## config.mk

```make
export PLATFORM = sky130hd
export DESIGN_NAME = updown_cntr
export DESIGN_NICKNAME = d
export VERILOG_FILES = /design/src/rtl/updown_cntr.sv
export SDC_FILE = /design/constraint.sdc
export NUM_CORES = 1
export LEC_CHECK = 0
export ABC_CLOCK_PERIOD_IN_PS = 1800
export CORE_AREA = 3 3 40 42
export CTS_CLUSTER_DIAMETER = 100
export DETAILED_ROUTE_END_ITERATION = 6
export DIE_AREA = 0 0 43 45
export PLACE_DENSITY_LB_ADDON = 0.12
export SETUP_SLACK_MARGIN = 0.3
export SYNTH_ARGS = -nofsm -noshare
export SYNTH_HDL_FRONTEND = slang
export SYNTH_SLANG_ARGS = --single-unit
```

## constraint.sdc

```tcl
create_clock -name clk -period 1.8 [get_ports clk]
set_input_delay 0.18 -clock clk [delete_from_list [all_inputs] [get_ports clk]]
set_output_delay 0.18 -clock clk [all_outputs]
set_load 0.02 [all_outputs]
```

## src/rtl/updown_cntr.sv

```systemverilog
// rtl/updown_cntr.sv - free-running up/down counter, modulo wrap or saturating
// Define UPDOWN_CNTR_SATURATE_EN to make the count hold at 0 and 2^WIDTH-1.
module updown_cntr #(
  parameter int WIDTH       = 4,
  parameter int RESET_VALUE = 0
) (
  input  logic             clk,
  input  logic             rst,
  input  logic             en,
  output logic [WIDTH-1:0] count
);

  localparam logic [WIDTH-1:0] RST_VAL = WIDTH'(RESET_VALUE);
  localparam logic [WIDTH-1:0] MAX_VAL = {WIDTH{1'b1}};
  localparam logic [WIDTH-1:0] ONE     = {{(WIDTH-1){1'b0}}, 1'b1};

  logic [WIDTH-1:0] count_nxt;

  always_comb begin
    count_nxt = en ? (count + ONE) : (count - ONE);
`ifdef UPDOWN_CNTR_SATURATE_EN
    // At a range limit, a step further out is dropped instead of wrapping.
    if (en && (count == MAX_VAL)) begin
      count_nxt = count;
    end else if (!en && (count == '0)) begin
      count_nxt = count;
    end
`endif
  end

  always_ff @(posedge clk) begin
    if (!rst) begin
      count <= RST_VAL;
    end else begin
      count <= count_nxt;
    end
  end

endmodule

```

Yosys cells after proc, flatten, opt, wreduce, memory -nomap -nowiden --
Cells that the tools add are included.
Storage, ports and cells: output and inout bits 4, register bits 4
Cells by class: muxes and demuxes 1, add/subtract/negate cells 2
Operators with widths (count):
- $add 4x1->4 const B | 1
- $mux 4 | 1
- $sub 4x1->4 const B | 1

Depth between registers and ports, before layout --
depth in word-level cells 2, gate-level depth with buffers 5

Worst setup path before layout --
Ideal clock, no wire load.
path kind register -> register, start register count[2], end register count[3], arrival time 1.092 ns, path buffers 0, slack 0.589 ns, cell stages (with the launch flop) 5, setup time 0.118 ns, clock period less this slack 1.211 ns, cell sequence dfxtp_1 > ha_1 > a21oi_2 > nand3_1 > nor3b_2
Between the ends: word-level cells in the longest chain between the ends 2, elaborated cells between the ends (all ways) 3, those cells by class add/sub: 2; mux: 1
RTL lines:
- start, declared | RTL line 10 | output logic [WIDTH-1:0] count
- start signal, assigned | RTL line 35 | count <= count_nxt;
- $sub 4x1->4 or $add 4x1->4 (tied branches) | RTL line 20 | count_nxt = en ? (count + ONE) : (count - ONE);
- $mux 4 * | RTL line 20
Every way passes the cells marked *; elsewhere a longest branch is shown, timed or not. A chain may end at the register's enable or synchronous reset.

Final worst setup path --
start register count[0], end output count[0]
No word-level cell between the ends.

==> run metrics <==
vias in the first global route=141; vias=142; Tcrit/Tclk final=79.5%; drt wl/cell=8.49 µm; largest net degree at the start of global routing=5; DR pass1 iterations=2; CTS Hold Buffers Added=0; max-cap viol count=0; GR met1 Demand/Resource=5.58%; htree depth=1; grt met2 use=5.39%; Cell variety after synth=12; initial antenna violation count=0; CP Launch Type=flip-flop; Worst VDD drop=0.000453 V; largest family of logic cells by synthesized area=adder cells; CTS tree=yes; hold path cells=1; Fin Setup TNS=0 ns; syn avg cell area=10.5 µm²; Critical Path Sink Type=primary output; insertion delay to the later sink of the worst-skew pair=0.24 ns; Synth Area in Compound Gates=6.88%; Multi-input gate area=113 µm²; clock slew at reported path FFs=0.04 ns; share of layout cells above drive strength 1=17.9%; Clock Skew=0.00572 ns; slowest stage delay, CP=0.63 ns; mapped cell area=200 µm²; clock sink total=4; Cell Pwr Density=1180 nW/µm²; die area=1940 µm²; GRT Overall Usage=5.18%; Hold EP=count[0]$_SDFF_PN0_; Max clock buf depth=2; multiplexer share of the synthesized area=0%; post-layout util=23.5%; Worst R2R End=count[3]$_SDFF_PN0_; DRC viols=0; n_diodes=0; busiest layer in global routing=met3; NumNets Final=36; starting density of the core=15.6%; status=completed; Synth Warn #=0; cell chain of the critical path=clkdlybuf4s50_1; synthesized-area fraction occupied by and/or/nand/nor cells=18.1%; Crit Path Category=flip-flop to primary output; Reg2Reg Setup Slack=0.67 ns; area grow syn2layout=50.6%; # fillers=143; max-slew violation count=0; Hold Crit Class=flip-flop to flip-flop; Arr. time, crit path=1.25 ns; Regs by FF count=count (4); Max Freq=0.699 GHz; Worst path slowest cell=clkdlybuf4s50_1; critical path fanouts, max=4; Post-CTS Setup Bufs=0; Sequential Area=80.1 µm²; FF-to-FF path depth=4; # rows=13; Hold Startpoint=count[0]$_SDFF_PN0_; final setup fails=0; unrepaired setup endpoints after global routing=false; post-CTS sizing=0; clk root buf=clkbuf_4; Synth Instances=19; Reg with most FFs=count; Hold Violations, Final=0; port buffer count=6; RR Startpoint=count[2]$_SDFF_PN0_; Final Critical Period=1.43 ns; Core ar.=1280 µm²; Largest register FFs=4; Post-Synth Adder-Cell Area=22.5%; #FFs+latches synth=4; routability cong.=0.581; XOR/XNOR Fraction of Synth Area=8.75%; Synthesized Nets=25; first-pass GRT wire length=627 µm; HPWL Detailed=310 µm; DRT antenna net count=0; number of vias per cell=3.30; Die Wd=43 µm; Routed WL=365 µm; leakage=0.130 nW; Worst-Margin Slew=0.213 ns; Buf/Inv on CP=1; Die H=45 µm; Top Ports=7; slew margin rel.=85.8%; total CTS buffers=3; total power=0.356 mW; sequential share of the synthesized area=40.0%; crit-path leading delay family=buffers and inverters; GR Util met3=5.98%; Worst Path Required=1.62 ns; initial DRC count=2; gr ovfl total=0
## synth_stat cells
cell | n | share of area (%)
xnor2_1 | 1 | 4.4
fa_1 | 1 | 10
dfxtp_1 | 4 | 40
nor2_1 | 2 | 3.8
ha_1 | 2 | 12
a21oi_2 | 1 | 4.4
a21oi_1 | 1 | 2.5
xor2_1 | 1 | 4.4
inv_1 | 2 | 3.8
nand3_1 | 2 | 5.0
nor3b_2 | 1 | 6.2
and2_1 | 1 | 3.1
## worst max-delay path by stage
stage,from,end,cells after the start
after floorplan,count[2]$_SDFF_PN0_,count[3]$_SDFF_PN0_,4
after global placement,en,count[3]$_SDFF_PN0_,6
after detailed placement,en,count[3]$_SDFF_PN0_,6
after CTS,count[0]$_SDFF_PN0_,count[0],1
after global routing,count[0]$_SDFF_PN0_,count[0],1
final,count[0]$_SDFF_PN0_,count[0],1
## area by class of cell
class / count / area share [%]
multi-input cells: 13 / 37.3
flip-flops and latches: 4 / 26.6
inverters: 2 / 2.49
clock buffers: 3 / 7.47
repair buffers: 6 / 19.9
well taps: 15 / 6.22
## report_power, final
group | switching (mW) | internal, mW | total, mW
logic | 0.0585 | 0.0650 | 0.123
registers | 0.0121 | 0.106 | 0.118
clock network | 0.0392 | 0.0748 | 0.114
total | 0.110 | 0.246 | 0.356
## metrics by stage
| step | cell area, µm² | hold slack, ns | setup WS (ns) | cells |
|---|---|---|---|---|
| 2_1_floorplan | 200 | 0.302 | 0.589 | 19 |
| 3_3_place_gp | 279 | 0.476 | 0.137 | 40 |
| 3_5_place_dp | 279 | 0.484 | 0.145 | 40 |
| 4_1_cts | 302 | 0.491 | 0.351 | 43 |
| 5_1_grt | 302 | 0.512 | 0.321 | 43 |
| 6_report | 302 | 0.483 | 0.369 | 43 |
## per-layer routing
metal  part of all wire [%]  wire length [µm]
met2                     44               161
met1                     48               177
met5                      0                 0
met4                      0                 0
met3                    6.8                25
## logic make-up after synthesis
logic type,Yosys count
AOI/OAI and AO/OA,2
xor gates and xnor gates,2
and+or+nand+nor,6
DFF,4
adders and majority gates,3
buffers and inverters,2
## cell usage in the layout, fill, tap and decap left out, drive strengths merged
master and instances:
clkdlybuf4s50 6, dfxtp 4, clkbuf 3, inv 2, nor2 2, nand3 2
ha 2, a21oi 2, xnor2 1, and2 1, xor2 1, nor3b 1
fa 1
Note: power is estimated with default switching activity, not from simulation.
